===== src/rtl/vga_pkg.sv =====
// -----------------------------------------------------------------------------
// vga_pkg
// Shared VGA timing definitions for the 800x600@60 mode.
// These constants are the default expected timing of vga_sync_decoder.
// The package also holds the decoder state and error-flag types and a
// saturating counter helper.
//
// Contents:
//   HOR_* / VER_*   expected line/frame timing (hcount/vcount positions)
//   CNT_W, CNT_MAX  recovered counter width and saturation value
//   IDX_*           bit positions of the four sync inputs in the edge vectors
//   sync_state_t    SEARCH / ACQUIRE / LOCKED
//   err_flags_t     sticky error flag layout ([0] h total .. [3] v sync)
//   sat_inc()       increment that sticks at CNT_MAX
// -----------------------------------------------------------------------------
package vga_pkg;

  // Horizontal timing, in pixel clocks.
  localparam int HOR_TOTAL_TIME  = 1056;
  localparam int HOR_BLANK_START = 800;
  localparam int HOR_SYNC_START  = 840;
  localparam int HOR_SYNC_STOP   = 968;

  // Vertical timing, in lines.
  localparam int VER_TOTAL_TIME  = 628;
  localparam int VER_BLANK_START = 600;
  localparam int VER_SYNC_START  = 601;
  localparam int VER_SYNC_STOP   = 605;

  // Consecutive clean frames needed before the decoder reports lock.
  localparam int LOCK_FRAMES_DEF = 2;

  // Recovered counters are 11 bits wide and never wrap.
  localparam int              CNT_W   = 11;
  localparam logic [CNT_W-1:0] CNT_MAX = '1;

  // Positions of the sync inputs inside the packed edge vectors.
  localparam int IDX_HSYNC = 0;
  localparam int IDX_VSYNC = 1;
  localparam int IDX_HBLNK = 2;
  localparam int IDX_VBLNK = 3;

  typedef enum logic [1:0] {
    SEARCH  = 2'd0,
    ACQUIRE = 2'd1,
    LOCKED  = 2'd2
  } sync_state_t;

  // Packed MSB-first, so the field order gives bit [3] = v_sync ... [0] = h_total.
  typedef struct packed {
    logic v_sync;   // [3] vsync/vblnk edge misplaced
    logic v_total;  // [2] frame length wrong or vertical timeout
    logic h_sync;   // [1] hsync/hblnk edge misplaced
    logic h_total;  // [0] line length wrong or horizontal timeout
  } err_flags_t;

  function automatic logic [CNT_W-1:0] sat_inc(input logic [CNT_W-1:0] v);
    return (v == CNT_MAX) ? v : v + CNT_W'(1);
  endfunction

endpackage


===== src/rtl/vga_edge_det.sv =====
// -----------------------------------------------------------------------------
// vga_edge_det
// Two-flop sampler for one sync/blank input, with rise and fall detection.
// The input is registered into s1 and then into s2.
// An edge is reported while s1 and s2 differ.
// Edges therefore appear one cycle after the input is sampled.
//
// Ports:
//   clk   in  1  pixel clock
//   rst   in  1  synchronous active-high reset (clears both sample flops)
//   din   in  1  raw input level
//   rise  out 1  s1=1, s2=0
//   fall  out 1  s1=0, s2=1
// -----------------------------------------------------------------------------
module vga_edge_det (
  input  logic clk,
  input  logic rst,
  input  logic din,
  output logic rise,
  output logic fall
);

  logic s1_reg;
  logic s2_reg;

  always_ff @(posedge clk) begin
    if (rst) begin
      s1_reg <= 1'b0;
      s2_reg <= 1'b0;
    end else begin
      s1_reg <= din;
      s2_reg <= s1_reg;
    end
  end

  assign rise = s1_reg & ~s2_reg;
  assign fall = ~s1_reg & s2_reg;

endmodule


===== src/rtl/vga_sync_decoder.sv =====
// -----------------------------------------------------------------------------
// vga_sync_decoder
// Receive-side VGA timing monitor.
// It recovers hcount/vcount from the hsync/vsync/hblnk/vblnk stream.
// It checks every line and frame against the expected timing.
// It reports lock state and sticky timing-violation flags.
//
// Anchors:
//   line anchor   hblnk falling edge; marks hcount = 0.
//   frame anchor  vblnk falling edge on a line anchor; marks vcount = 0.
//
// Latency: the outputs for the sample presented in cycle n appear in cycle n+2.
// All outputs are registered.
//
// Ports:
//   clk          in   1   pixel clock
//   rst          in   1   synchronous active-high reset
//   in_hsync     in   1   active-high hsync
//   in_vsync     in   1   active-high vsync (changes only at line start)
//   in_hblnk     in   1   horizontal blank
//   in_vblnk     in   1   vertical blank
//   clr_err      in   1   clear err_flags (a same-cycle new error wins)
//   locked       out  1   timing verified; hcount/vcount valid
//   hcount       out  11  recovered horizontal position (saturates at 2047)
//   vcount       out  11  recovered vertical position (saturates at 2047)
//   line_start   out  1   pulse with hcount == 0
//   frame_start  out  1   pulse with hcount == 0 && vcount == 0
//   err_pulse    out  1   pulse per cycle with a detected violation
//   err_flags    out  4   sticky: [0] h total, [1] h sync/blank, [2] v total,
//                         [3] v sync/blank
// -----------------------------------------------------------------------------
module vga_sync_decoder
  import vga_pkg::*;
#(
  parameter int HOR_TOTAL    = HOR_TOTAL_TIME,
  parameter int HOR_BLANK    = HOR_BLANK_START,
  parameter int HOR_SYNC_ON  = HOR_SYNC_START,
  parameter int HOR_SYNC_OFF = HOR_SYNC_STOP,
  parameter int VER_TOTAL    = VER_TOTAL_TIME,
  parameter int VER_BLANK    = VER_BLANK_START,
  parameter int VER_SYNC_ON  = VER_SYNC_START,
  parameter int VER_SYNC_OFF = VER_SYNC_STOP,
  parameter int LOCK_FRAMES  = LOCK_FRAMES_DEF
) (
  input  logic             clk,
  input  logic             rst,
  input  logic             in_hsync,
  input  logic             in_vsync,
  input  logic             in_hblnk,
  input  logic             in_vblnk,
  input  logic             clr_err,
  output logic             locked,
  output logic [CNT_W-1:0] hcount,
  output logic [CNT_W-1:0] vcount,
  output logic             line_start,
  output logic             frame_start,
  output logic             err_pulse,
  output logic [3:0]       err_flags
);

  // Edges are detected one cycle after the sample.
  // At that point the counters still hold the position of the previous
  // sample, so every expected edge position is compared as (position - 1).
  localparam logic [CNT_W-1:0] H_LAST      = CNT_W'(HOR_TOTAL - 1);
  localparam logic [CNT_W-1:0] H_BLANK_PRE = CNT_W'(HOR_BLANK - 1);
  localparam logic [CNT_W-1:0] H_SON_PRE   = CNT_W'(HOR_SYNC_ON - 1);
  localparam logic [CNT_W-1:0] H_SOFF_PRE  = CNT_W'(HOR_SYNC_OFF - 1);
  localparam logic [CNT_W-1:0] V_LAST      = CNT_W'(VER_TOTAL - 1);
  localparam logic [CNT_W-1:0] V_BLANK_PRE = CNT_W'(VER_BLANK - 1);
  localparam logic [CNT_W-1:0] V_SON_PRE   = CNT_W'(VER_SYNC_ON - 1);
  localparam logic [CNT_W-1:0] V_SOFF_PRE  = CNT_W'(VER_SYNC_OFF - 1);

  // A counter sitting here is about to hit CNT_MAX.
  // Flagging on this transition gives exactly one timeout error.
  localparam logic [CNT_W-1:0] CNT_NEAR    = CNT_MAX - CNT_W'(1);

  localparam logic [2:0]       LOCK_N      = 3'(LOCK_FRAMES);

  // ---------------------------------------------------------------------------
  // Input sampling and edge detection, one instance per sync input
  // ---------------------------------------------------------------------------
  logic [3:0] in_vec;
  logic [3:0] rise_vec;
  logic [3:0] fall_vec;

  assign in_vec[IDX_HSYNC] = in_hsync;
  assign in_vec[IDX_VSYNC] = in_vsync;
  assign in_vec[IDX_HBLNK] = in_hblnk;
  assign in_vec[IDX_VBLNK] = in_vblnk;

  generate
    for (genvar gi = 0; gi < 4; gi++) begin : g_edge
      vga_edge_det u_edge_det (
        .clk  (clk),
        .rst  (rst),
        .din  (in_vec[gi]),
        .rise (rise_vec[gi]),
        .fall (fall_vec[gi])
      );
    end
  endgenerate

  logic line_anchor;
  logic frame_anchor;

  assign line_anchor  = fall_vec[IDX_HBLNK];
  assign frame_anchor = line_anchor & fall_vec[IDX_VBLNK];

  // ---------------------------------------------------------------------------
  // Recovered position counters
  // ---------------------------------------------------------------------------
  logic [CNT_W-1:0] hcount_reg, hcount_next;
  logic [CNT_W-1:0] vcount_reg, vcount_next;

  always_comb begin
    hcount_next = line_anchor ? '0 : sat_inc(hcount_reg);
    vcount_next = vcount_reg;
    if (frame_anchor) begin
      vcount_next = '0;
    end else if (line_anchor) begin
      vcount_next = sat_inc(vcount_reg);
    end
  end

  // ---------------------------------------------------------------------------
  // Timing checks (suppressed while searching)
  // ---------------------------------------------------------------------------
  sync_state_t state_reg, state_next;
  logic [2:0]  frame_cnt_reg, frame_cnt_next;
  err_flags_t  err_now;
  logic [3:0]  err_vec;
  logic        err_any;

  always_comb begin
    err_now = '0;

    err_now.h_total = (line_anchor && (hcount_reg != H_LAST)) ||
                      (!line_anchor && (hcount_reg == CNT_NEAR));

    err_now.h_sync  = (rise_vec[IDX_HBLNK] && (hcount_reg != H_BLANK_PRE)) ||
                      (rise_vec[IDX_HSYNC] && (hcount_reg != H_SON_PRE))   ||
                      (fall_vec[IDX_HSYNC] && (hcount_reg != H_SOFF_PRE));

    err_now.v_total = (frame_anchor && (vcount_reg != V_LAST))    ||
                      (fall_vec[IDX_VBLNK] && !line_anchor)       ||
                      (line_anchor && !frame_anchor && (vcount_reg == CNT_NEAR));

    // Vertical edges must land on a line anchor and at the right line.
    // The vcount used here is the value before this anchor's increment.
    err_now.v_sync  = (rise_vec[IDX_VBLNK] &&
                       (!line_anchor || (vcount_reg != V_BLANK_PRE))) ||
                      (rise_vec[IDX_VSYNC] &&
                       (!line_anchor || (vcount_reg != V_SON_PRE)))   ||
                      (fall_vec[IDX_VSYNC] &&
                       (!line_anchor || (vcount_reg != V_SOFF_PRE)));

    if (state_reg == SEARCH) begin
      err_now = '0;
    end
  end

  assign err_vec = err_now;
  assign err_any = |err_vec;

  // ---------------------------------------------------------------------------
  // Lock FSM
  // ---------------------------------------------------------------------------
  always_ff @(posedge clk) begin
    if (rst) begin
      state_reg     <= SEARCH;
      frame_cnt_reg <= '0;
    end else begin
      state_reg     <= state_next;
      frame_cnt_reg <= frame_cnt_next;
    end
  end

  always_comb begin
    state_next     = state_reg;
    frame_cnt_next = frame_cnt_reg;
    case (state_reg)
      SEARCH: begin
        // The first frame anchor only aligns the counters.
        // Clean frames are counted from there on.
        if (frame_anchor) begin
          state_next     = ACQUIRE;
          frame_cnt_next = '0;
        end
      end
      ACQUIRE: begin
        if (err_any) begin
          state_next     = SEARCH;
          frame_cnt_next = '0;
        end else if (frame_anchor) begin
          if ((frame_cnt_reg + 3'd1) >= LOCK_N) begin
            state_next     = LOCKED;
            frame_cnt_next = '0;
          end else begin
            frame_cnt_next = frame_cnt_reg + 3'd1;
          end
        end
      end
      LOCKED: begin
        if (err_any) begin
          state_next     = SEARCH;
          frame_cnt_next = '0;
        end
      end
      default: begin
        state_next     = SEARCH;
        frame_cnt_next = '0;
      end
    endcase
  end

  // ---------------------------------------------------------------------------
  // Output registers
  // ---------------------------------------------------------------------------
  logic       locked_reg;
  logic       line_start_reg;
  logic       frame_start_reg;
  logic       err_pulse_reg;
  logic [3:0] err_flags_reg;

  always_ff @(posedge clk) begin
    if (rst) begin
      hcount_reg      <= '0;
      vcount_reg      <= '0;
      locked_reg      <= 1'b0;
      line_start_reg  <= 1'b0;
      frame_start_reg <= 1'b0;
      err_pulse_reg   <= 1'b0;
      err_flags_reg   <= '0;
    end else begin
      hcount_reg      <= hcount_next;
      vcount_reg      <= vcount_next;
      locked_reg      <= (state_next == LOCKED);
      line_start_reg  <= line_anchor;
      frame_start_reg <= frame_anchor;
      err_pulse_reg   <= err_any;
      // Clear first, then OR in new errors.
      // A violation in the clearing cycle therefore survives.
      err_flags_reg   <= (clr_err ? 4'b0000 : err_flags_reg) | err_vec;
    end
  end

  assign locked      = locked_reg;
  assign hcount      = hcount_reg;
  assign vcount      = vcount_reg;
  assign line_start  = line_start_reg;
  assign frame_start = frame_start_reg;
  assign err_pulse   = err_pulse_reg;
  assign err_flags   = err_flags_reg;

endmodule


===== config.mk =====
export PLATFORM = sky130hd
export DESIGN_NAME = vga_sync_decoder
export DESIGN_NICKNAME = d
export VERILOG_FILES = /design/src/rtl/vga_pkg.sv /design/src/rtl/vga_edge_det.sv /design/src/rtl/vga_sync_decoder.sv
export SDC_FILE = /design/constraint.sdc
export NUM_CORES = 1
export LEC_CHECK = 0
export ABC_CLOCK_PERIOD_IN_PS = 3570
export CELL_PAD_IN_SITES_DETAIL_PLACEMENT = 1
export CELL_PAD_IN_SITES_GLOBAL_PLACEMENT = 1
export CORE_MARGIN = 2
export CORE_UTILIZATION = 42
export CTS_CLUSTER_SIZE = 14
export DETAILED_ROUTE_END_ITERATION = 10
export GPL_ROUTABILITY_DRIVEN = 0
export PLACE_DENSITY = 0.81
export SETUP_SLACK_MARGIN = 0.1
export SYNTH_ARGS = -nofsm -noshare
export SYNTH_HDL_FRONTEND = slang
export SYNTH_SLANG_ARGS = --single-unit

===== constraint.sdc =====
create_clock -name clk -period 3.57 [get_ports clk]
set_input_delay 0.8925 -clock clk [delete_from_list [all_inputs] [get_ports clk]]
set_output_delay 0.8925 -clock clk [all_outputs]
set_load 0.05 [all_outputs]

# --- Yosys cells after proc, flatten, opt, wreduce, memory -nomap -nowiden ---
# Index checks and enable logic that the tools add are counted.
# Widths: inputs -> output; s select.
totals:
  word_cells: 102
  output_inout_bits: 30
  reg_bits: 43
op_classes:
  n_eq_ne: 18
  n_bitwise: 19
  addsub: 3
  reduce_logical: 30
  mux: 14
  n_lt_le_gt_ge: 1
op_table:
  columns: ["cell", "n"]
  rows:
  - ["$ne 11x10->1 const B", 7]
  - ["$eq 11x11->1 const B", 4]
  - ["$add 11x1->11 const B", 2]
  - ["$mux 3", 5]
  - ["$logic_and 1x1->1", 12]
  - ["$ne 11x11->1 const B", 1]
  - ["$logic_or 1x1->1", 10]
  - ["$mux 2", 5]
  - ["$and 1x1->1", 9]
  - ["$not 1->1", 9]
  - ["$pmux 3 s3", 1]
  - ["$mux 4", 2]
  - ["$pmux 2 s3", 1]
  - ["$eq 2x2->1 const B", 2]
  - ["$ne 2x2->1 const B", 2]
  - ["$or 4x4->4", 1]
  - ["$reduce_or 2->1", 2]
  - ["$reduce_or 4->1", 1]
  - ["$add 3x1->3 const B", 1]
  - ["$ge 3x2->1 const B", 1]
  - ["$ne 3x3->1 const B", 1]
  - ["$reduce_and 3->1", 1]
  - ["$eq 2x1->1 const B", 1]
  - ["$logic_not 1->1", 2]
  - ["2 further kinds", 2]

# --- Depth between registers and ports, before layout ---
# Gate-level depths: netlist of the first run.
depth:
  depth_word: 12
  ltp_mapped: 7
  depth_no_buf: 7

# --- By module ---
# A second synthesis of the first run with hierarchy kept.
hier_totals:
  cells_unflattened: 236
  hier_area_um2: 2050.7
by_module_without_submodules:
  columns: ["module", "cells_each", "area_per_inst_um2", "instances"]
  rows:
  - ["vga_sync_decoder", 212, 1790.5, 1]
  - ["vga_edge_det", 6, 65.1, 4]

# --- Least setup slack after synthesis of the first run ---
# Ideal clock, no wire load.
synth_path:
  path_type: "register to register"
  from: "reg hcount_reg[0], in the netlist hcount[0]"
  to: "reg err_pulse_reg, in the netlist err_pulse"
  path_slack_ns: 1.438
  required_ns: 3.455
  stages_incl_launch_ff: 8
  synth_period_minus_slack_ns: 2.132
  arrival_time_ns: 2.017
  cell_sequence: "dfxtp_1 -> ha_1 -> and3_1 -> clkbuf_1 -> a41oi_1 -> a31oi_1 -> a21oi_1 -> o21a_1"
synth_between:
  elab_chain_cells: 6
  elab_cells_between_ends: 15
  classes_between: "eq/ne: 5; mux: 1; reduce/logical: 9"
synth_rtl:
  columns: ["element", "line", "text"]
  rows:
  - ["start, declared", "vga_sync_decoder.sv:112", "logic [CNT_W-1:0] hcount_reg, hcount_next;"]
  - ["start signal, assigned", "vga_sync_decoder.sv:235", "hcount_reg <= hcount_next;"]
  - ["$ne 11x10->1 (on tied branches)", "vga_sync_decoder.sv:140, vga_sync_decoder.sv:141", null]
  - ["$logic_and 1x1->1 (on tied branches)", "vga_sync_decoder.sv:140, vga_sync_decoder.sv:141", null]
  - ["$logic_or 1x1->1", "vga_sync_decoder.sv:140", "err_now.h_sync = (rise_vec[IDX_HBLNK] && (hcount_reg != H_BLANK_PRE)) ||"]
  - ["$logic_or 1x1->1", "vga_sync_decoder.sv:141", "(rise_vec[IDX_HSYNC] && (hcount_reg != H_SON_PRE)) ||"]
  - ["$mux 4 *", "vga_sync_decoder.sv:157", "if (state_reg == SEARCH) begin"]
  - ["$reduce_or 4->1 *", "vga_sync_decoder.sv:163", "assign err_any = |err_vec;"]
  - ["end signal, assigned", "vga_sync_decoder.sv:240", "err_pulse_reg <= err_any;"]
  - ["end, declared", "vga_sync_decoder.sv:222", "logic err_pulse_reg;"]
# Every way passes the cells marked *; elsewhere a longest branch is shown, timed or not.
# A chain may end at the register's enable or synchronous reset.

# --- Final worst setup path of the first run ---
layout_path:
  from: "reg hcount_reg[4], in the netlist hcount[4]"
  to: "out hcount[4]"
layout_rtl:
  columns: ["element", "line", "text"]
  rows:
  - ["end, declared", "vga_sync_decoder.sv:53", "output logic [CNT_W-1:0] hcount,"]
# No word-level cell between the ends.

==> results of run 1 <==
[per-stage QoR]
stage | util (%) | cell area (µm²)
finish | 54.47 | 2590
global placement | 52.95 | 2517
floorplan | - | 2086
detailed placement | 52.95 | 2517
global route | 54.47 | 2590
CTS | 54.47 | 2590
[layout make-up]
class	instances	share of cell area [%]
clock buffers	6	2.802
inverters	9	1.304
multi-input cells	169	44.93
flip-flops and latches	43	33.24
well taps	67	3.237
repair buffers	38	14.49
[report_power, final]
part | internal (mW) | switching [mW] | total, mW | leakage, nW
Combinational | 0.0295 | 0.0426 | 0.0721 | 0.519
Sequential | 0.488 | 0.0100 | 0.498 | 0.349
Clock | 0.130 | 0.155 | 0.285 | 0.0371
[worst min-delay path by stage]
stage / cells past startpoint / end / start
3_3_place_gp: 2 / frame_cnt_reg[2] / frame_cnt_reg[2]
4_1_cts: 2 / frame_cnt_reg[2] / frame_cnt_reg[2]
6_report: 2 / frame_cnt_reg[2] / frame_cnt_reg[2]
2_1_floorplan: 2 / frame_cnt_reg[2] / frame_cnt_reg[2]
5_1_grt: 2 / frame_cnt_reg[1] / frame_cnt_reg[1]
3_5_place_dp: 2 / frame_cnt_reg[2] / frame_cnt_reg[2]
[synthesized netlist by cell type (5+ instances only)]
| cell | n |
|---|---|
| nor2b_1 | 14 |
| xor2_1 | 12 |
| a31oi_1 | 8 |
| nand3_1 | 11 |
| and3_1 | 5 |
| ha_1 | 7 |
| xnor2_1 | 5 |
| nor3_1 | 7 |
| a21oi_1 | 8 |
| clkbuf_1 | 6 |
| nand2_1 | 10 |
| nand2b_1 | 7 |
| nor2_1 | 26 |
| inv_1 | 9 |
| dfxtp_1 | 43 |
[worst reg2reg max path, cell delays in order, from the launching register on]
cell	delay (ns)
dfxtp_1	0.44
ha_1	0.35
and3_1	0.31
a41oi_1	0.14
a31oi_1	0.30
a21oi_1	0.19
o21a_1	0.22
[kinds of logic after synthesis]
group                      count (synthesis)
DFF                                       43
xor gates and xnor gates                  17
buffers and inverters                     16
AOI/OAI and AO/OA                         41
adders and majority gates                  7
and+or+nand+nor                          104
[layout by cell type, fill, tap and decap left out, types with 4 or more instances in the layout]
cell type / count
nand3_1: 11
nand4_1: 4
nand2_1: 10
nor2_1: 26
nand2b_1: 7
a21oi_1: 8
xor2_1: 12
inv_1: 9
a31oi_1: 8
and2_1: 4
clkbuf_8: 5
and3_1: 5
ha_1: 7
clkdlybuf4s50_1: 36
o21ai_0: 4
dfxtp_1: 43
xnor2_1: 5
nor3_1: 7
and4_1: 4
nor2b_1: 14
[per-layer routing]
metal  track usage [%]  wire length [µm]  vias up
li1                  -                 -      878
met1             27.44              2426      876
met2             32.06              2339       42
met3             5.285               241        9
met4             8.333                86        0
met5                 0                 0        -
==> flow_summary.json, run 1 <==
{
  "status": "finished, final reports clean",
  "synth_fp_nets": 242,
  "via_per_inst": 5.437,
  "critPathMaxFanout": 9,
  "cp_top_family": "buffers and inverters",
  "clockBufferDepth": 2,
  "setup_violations": 0,
  "firstDrtPassIters": 4,
  "finalWirelength_mm": 5.094,
  "ys_seq_area_share_pct": 41.27,
  "die_w_um": 74.47,
  "vdd_drop_max_mv": 0.1931,
  "synthFlopType": "dfxtp_1",
  "root_buffer": "clkbuf_8",
  "synthArstFlopShare_pct": 0,
  "cts_buffers": 5,
  "ff2ff_setup_slack_ns": 1.52,
  "drcViolationCount": 0,
  "wl_per_cell_um": 15.34,
  "synth_cells": 228,
  "seq_area_um2": 860.8,
  "post_cts_buffers": 0,
  "synth_compound_area_share_pct": 15.96,
  "whs_ns": 0.4651,
  "area_growth_pct": 24.17,
  "avgSynthCellArea_um2": 9.148,
  "crit_buf_inv": 1,
  "startpoint_type": "flop",
  "fin_crit_ns": 2.589,
  "startpoint": "hcount[4]",
  "syn-cell-area_um2": 2086,
  "synth-edff-count": 0,
  "yosysWarnings": 0,
  "worstMarginPinSlew_ns": 0.5080,
  "drive_above_1_share_pct": 6.038,
  "hpwl_mm": 3.833,
  "crit_arrival_ns": 1.70,
  "die_h_um": 74.47,
  "cts_sinks": 43,
  "rsz0062_at_grt": "false",
  "synth_area_leaders": "dfxtp_1 41%, xor2_1 5.0%, nor2_1 4.7%",
  "clk_latency_ns": 0.30,
  "setup_tns_ns": 0,
  "critPathCaptureType": "primary output",
  "post-place-ws_ns": 1.151,
  "via_count": 1805,
  "crit_type": "reg -> out",
  "finalCritPeriodShare_pct": 72.52,
  "timing.final.ws_setup_ns": 0.9809,
  "r2r-start": "hcount[1]",
  "leakage_nw": 0.9052,
  "core-area_um2": 4755,
  "grt_usage_pct": 20.64,
  "power_uw": 855.0,
  "synthMuxAreaShare_pct": 0,
  "max_freq_ghz": 0.3862,
  "fin_skew_ns": 0.009834,
  "slew_viol_final": 0,
  "overflow": 0,
  "maxCapViolCount": 0,
  "multi_input_area_um2": 1164,
  "nets": 280,
  "placed_cells": 326,
  "synth-simple-area-share_pct": 28.49,
  "synth_top_family_by_area": "simple AND/OR/NAND/NOR gates",
  "synthXorXnorAreaFrac_pct": 7.139,
  "ant_nets": 0,
  "fp.dieArea_um2": 5546,
  "hold_path.class": "reg -> reg",
  "cp-endpoint": "hcount[4]",
  "cpMaxStageDelayCell": "clkdlybuf4s50_1",
  "io_pins": 37,
  "worstRegToRegCells": 6,
  "clk_pin_slew_ns": 0.08,
  "grt_pass1_vias": 1796,
  "antenna_found_initial": 0,
  "diodes": 0,
  "powerDensity_nw_per_um2": 330.1,
  "timing.final.hold_violations": 0,
  "grt_max_degree": 14,
  "num_rows": 25,
  "synth_fa_ha_area_share_pct": 4.199,
  "ys_seq_elements": 43,
  "relSlewSlack_pct": 66.03,
  "critPathMaxStageDelay_ns": 0.88,
  "path_depth": 1,
  "cts_tree": "done",
  "synth.distinct_cells": 43,
  "cts.repair.resized": 0,
  "drt_iter0_markers": 77,
  "fill_cells": 560,
  "grt_pass1_wl_mm": 8.721,
  "yosys.area.top_type": "dfxtp_1",
  "crit_required_ns": 2.68,
  "htree_levels": 2,
  "path_cells": "clkdlybuf4s50_1",
  "synth_top_area_share_pct": 41.27,
  "fin_cells": 332,
  "io_buffers": 36,
  "worstReg2RegEnd": "err_pulse",
  "hold_buffers": 0,
  "initial_utilization_pct": 43.87
}
(Power assumes the default switching activity.)
==> run 2: changes to the inputs <==
ABC_CLOCK_PERIOD_IN_PS = 2460   (was 3570)
CORE_UTILIZATION = 39   (was 42)
PLACE_DENSITY = 0.76   (was 0.81)
clock period = 2.46 ns   (was 3.57 ns; I/O delays follow)
==> run 2 against run 1 <==
Against the previous run:
- combinational power increased by 50%
- utilization decreased by 3.0 points
- worst setup slack got worse by 0.81 ns
- routed wire length increased by 4.9%
- critical path depth unchanged
- first-iteration DRC count unchanged
==> flow_summary.json, run 2 (synthesized netlist as in run 1, its figures left out) <==
{
  "status": "finished, final reports clean",
  "via_per_inst": 5.273,
  "maxCapViolCount": 0,
  "clockBufferDepth": 2,
  "io_pins": 37,
  "path_cells": "clkdlybuf4s50_1",
  "powerDensity_nw_per_um2": 528.2,
  "finalCritPeriodShare_pct": 92.88,
  "clk_pin_slew_ns": 0.09,
  "relSlewSlack_pct": 61.90,
  "drt_iter0_markers": 77,
  "fin_crit_ns": 2.285,
  "post_cts_buffers": 0,
  "worstMarginPinSlew_ns": 0.5715,
  "power_mw": 1.396,
  "holdPathStages": 2,
  "wl_per_cell_um": 15.86,
  "io_buffers": 36,
  "ant_nets": 0,
  "timing.final.hold_violations": 0,
  "num_rows": 26,
  "vdd_drop_max_mv": 0.3227,
  "cts_buffers": 5,
  "final_common_cell": "dfxtp_1",
  "antenna_found_initial": 0,
  "min_to": "frame_cnt_reg[1]",
  "root_buffer": "clkbuf_8",
  "worstReg2RegEnd": "err_pulse",
  "grt_pass1_vias": 1842,
  "grt_usage_pct": 19.29,
  "area_growth_pct": 26.75,
  "max_freq_ghz": 0.4377,
  "core-area_um2": 5140,
  "hold_start": "frame_cnt_reg[1]",
  "critPathMaxFanout": 7,
  "leakage_nw": 0.9667,
  "fin_skew_ns": 0.008794,
  "htree_levels": 2,
  "firstDrtPassIters": 4,
  "cts_tree": "done",
  "setup_violations": 0,
  "critPathMaxStageDelay_ns": 0.87,
  "cts_sinks": 43,
  "drive_above_1_share_pct": 7.116,
  "hpwl_mm": 3.928,
  "cp_top_family": "buffers and inverters",
  "die_w_um": 77.13,
  "worstRegToRegCells": 5,
  "nets": 280,
  "drcViolationCount": 0,
  "via_count": 1777,
  "crit_type": "reg -> out",
  "hold_buffers": 0,
  "crit_arrival_ns": 1.67,
  "diodes": 0,
  "critPathCaptureType": "primary output",
  "setup_tns_ns": 0,
  "hold_path.class": "reg -> reg",
  "crit_buf_inv": 1,
  "rsz0062_at_grt": "false",
  "fp.dieArea_um2": 5949,
  "initial_utilization_pct": 40.58,
  "r2r-start": "vcount[6]",
  "clk_latency_ns": 0.29,
  "startpoint_type": "flop",
  "grt_pass1_wl_mm": 9.239,
  "ff2ff_setup_slack_ns": 0.36,
  "final_cell_mix": "43 x dfxtp_1, 34 x clkdlybuf4s50_1, 26 x nor2_1, 14 x nor2b_1, 12 x xor2_1",
  "cpMaxStageDelayCell": "clkdlybuf4s50_1",
  "overflow": 0,
  "die_h_um": 77.13,
  "finalWirelength_mm": 5.345,
  "crit_required_ns": 1.85,
  "slew_viol_final": 0,
  "grt_max_degree": 14
}
run 2: worst max-delay path by stage:
stage | start | endpoint | slack [ns] | depth (start not counted)
after global routing | hcount[3] | hcount[3] | 0.11 | 1
final | hcount[3] | hcount[3] | 0.18 | 1
after detailed placement | rst | hcount[8] | 0.42 | 5
after global placement | rst | hcount[8] | 0.47 | 5
after floorplan | hcount[0] | err_pulse | 0.33 | 7
after CTS | hcount[4] | hcount[4] | 0.13 | 1
run 2: through the flow:
step                util, %  area (µm²)  std cells  hold slack, ns  setup WS, ns
floorplan                 -        2086        228          0.4267        0.3283
global placement      49.05        2521        329          0.4478        0.4749
global route          51.44        2644        337          0.4929        0.1094
CTS                   51.34        2639        337          0.4673        0.1272
detailed placement    49.05        2521        329          0.4448        0.4222
finish                51.44        2644        337          0.4627        0.1751
run 2: final cells by class:
type / instances / area [µm²]
Fill cell: 633 / 2496
Multi-Input combinational cell: 169 / 1164
Sequential cell: 43 / 860.8
Timing Repair Buffer: 38 / 380.4
Tap cell: 70 / 87.58
Clock buffer: 6 / 82.58
Clock inverter: 2 / 35.03
Inverter: 9 / 33.78
run 2: power by group:
group	switching, mW	internal (mW)
sequential	0.0143	0.707
combinational	0.0652	0.0432
clock	0.238	0.329
run 2: what timing repair did:
| item | in CTS | in global routing |
|---|---|---|
| endpoints found under the setup margin | 0 | 2 |
| resized for setup | 0 | 2 |
| hold endpoints to repair | 0 | 0 |
run 2: per-layer routing:
metal  track usage [%]  vias to the layer above  routed length, µm
met3             4.235                        4                106
met2             33.30                       23               2695
met4             5.179                        0                 47
met1             24.18                      867               2496
li1                  -                      883                  -
met5                 0                        -                  0
==> run 3: changes to the inputs <==
CORE_ASPECT_RATIO = 0.9   (was not set)
==> run 3 against run 2 <==
Against the previous run:
- first-iteration DRC count is 51% lower
- fmax decreased by 0.44%
- critical endpoint is now vcount[2]
- highest routed layer unchanged
- final area fell by 0.33%
- count of clock-buffer cells in the layout stayed put
- critical path type unchanged
- clock power increased by 1%
- total power increased by 0.25%
- sequential power hardly changed
- via count is 1.2% lower
==> flow_summary.json, run 3 (synthesized netlist as in run 1, its figures left out) <==
{
  "grt_usage_pct": 17.86,
  "cp_top_family": "buffers and inverters",
  "grt_pass1_vias": 1724,
  "wl_per_cell_um": 14.93,
  "r2r-start": "vcount[6]",
  "drive_above_1_share_pct": 7.116,
  "hold_path.class": "reg -> reg",
  "p_comb_share_pct": 7.6,
  "root_buffer": "clkbuf_8",
  "worstReg2RegEnd": "frame_cnt_reg[0]",
  "path_cells": "clkdlybuf4s50_1",
  "crit_buf_inv": 1,
  "ant_nets": 0,
  "cpMaxStageDelayCell": "clkdlybuf4s50_1",
  "die_w_um": 81.09,
  "post_cts_buffers": 0,
  "critPathMaxFanout": 9,
  "finalCritPeriodShare_pct": 93.30,
  "slew_viol_final": 0,
  "via_count": 1756,
  "drt_iter0_markers": 38,
  "net-switching-power_uw": 320.8,
  "hold_buffers": 0,
  "htree_levels": 2,
  "rsz0062_at_grt": "false",
  "grt_pass1_wl_mm": 8.238,
  "via_per_inst": 5.257,
  "num_rows": 25,
  "timing.final.hold_violations": 0,
  "finalWirelength_mm": 4.987,
  "switching_share_pct": 22.92,
  "cts_tree": "done",
  "firstDrtPassIters": 4,
  "clkPwrFrac_pct": 41.0,
  "ff2ff_setup_slack_ns": 0.40,
  "min_to": "frame_cnt_reg[2]",
  "antenna_found_initial": 0,
  "fp.dieArea_um2": 5950,
  "initial_utilization_pct": 40.17,
  "powerDensity_nw_per_um2": 531.3,
  "final_cell_mix": "43 x dfxtp_1, 36 x clkdlybuf4s50_1, 26 x nor2_1, 14 x nor2b_1, 12 x xor2_1",
  "seq_power_share_pct": 51.5,
  "worstRegToRegCells": 5,
  "final_common_cell": "dfxtp_1",
  "holdPathStages": 2,
  "crit_required_ns": 1.85,
  "whs_ns": 0.4587,
  "clockBufferDepth": 2,
  "crit_type": "reg -> out",
  "critPathCaptureType": "primary output",
  "clk_latency_ns": 0.29,
  "diodes": 0,
  "startpoint_type": "flop",
  "leakage_nw": 0.9292,
  "worstMarginPinSlew_ns": 0.5396,
  "overflow": 0,
  "relSlewSlack_pct": 64.03,
  "p_int_mw": 1.079,
  "crit_arrival_ns": 1.68,
  "vdd_drop_max_mv": 0.3701,
  "setup_violations": 0,
  "area_growth_pct": 26.33,
  "die_h_um": 73.38,
  "max_freq_ghz": 0.4357,
  "hpwl_mm": 3.625,
  "core-area_um2": 5192,
  "clk_pin_slew_ns": 0.08,
  "grt_max_degree": 14,
  "io_buffers": 36,
  "nets": 280,
  "io_pins": 37,
  "setup_tns_ns": 0,
  "drcViolationCount": 0,
  "cts_sinks": 43,
  "fin_crit_ns": 2.295,
  "cts.repair.resized": 0,
  "hold_start": "frame_cnt_reg[2]",
  "maxCapViolCount": 0,
  "critPathMaxStageDelay_ns": 0.87,
  "status": "finished, final reports clean",
  "fin_skew_ns": 0.004136,
  "cts_buffers": 5
}
-- run 3: changes by cell type in the layout (fill, tap and decap cells not counted), sizes merged --
cell and delta:
clkdlybuf4s50 +2, dlymetal6s2s -2
-- run 3: worst max-delay path by stage --
stage / startpoint / endpoint / slack [ns] / cells past startpoint
after floorplan: hcount[0] / err_pulse / 0.33 / 7
after global placement: rst / hcount[8] / 0.45 / 5
after detailed placement: rst / hcount[8] / 0.41 / 5
after CTS: hcount[4] / hcount[4] / 0.16 / 1
after global routing: hcount[4] / hcount[4] / 0.11 / 1
final: vcount[2] / vcount[2] / 0.16 / 1
-- run 3: area by class of cell --
type,instances,area (µm²)
Clock buffer,6,82.58
Clock inverter,2,35.03
Fill cell,619,2557
Inverter,9,33.78
Multi-Input combinational cell,169,1164
Sequential cell,43,860.8
Tap cell,67,83.83
Timing Repair Buffer,38,375.4
-- run 3: metrics by stage --
step	power, mW	setup slack, ns	utilization (%)	cell area, µm²	cells
6_report	1.400	0.1649	50.75	2635	334
4_1_cts	1.414	0.1605	50.75	2635	334
3_5_place_dp	0.8434	0.4130	48.48	2517	326
3_3_place_gp	0.8405	0.4514	48.48	2517	326
2_1_floorplan	0.8028	0.3283	-	2086	228
5_1_grt	1.447	0.1065	50.75	2635	334
-- run 3: metal layers --
metal / global-route usage [%] / share of wire [%] / vias up
met1: 25.61 / 51 / 847
met2: 27.36 / 45 / 24
met5: 0 / 0 / -
li1: - / - / 883
met4: 4.520 / 0.64 / 0
met3: 3.808 / 2.7 / 2
-- run 3: power by group through the flow --
stage / registers, mW / logic [mW] / clock network [mW]
floorplan: 0.754 / 0.0487 / 0
global placement: 0.736 / 0.104 / 0
detailed placement: 0.737 / 0.106 / 0
CTS: 0.720 / 0.107 / 0.586
global route: 0.723 / 0.114 / 0.610
finish: 0.720 / 0.106 / 0.574
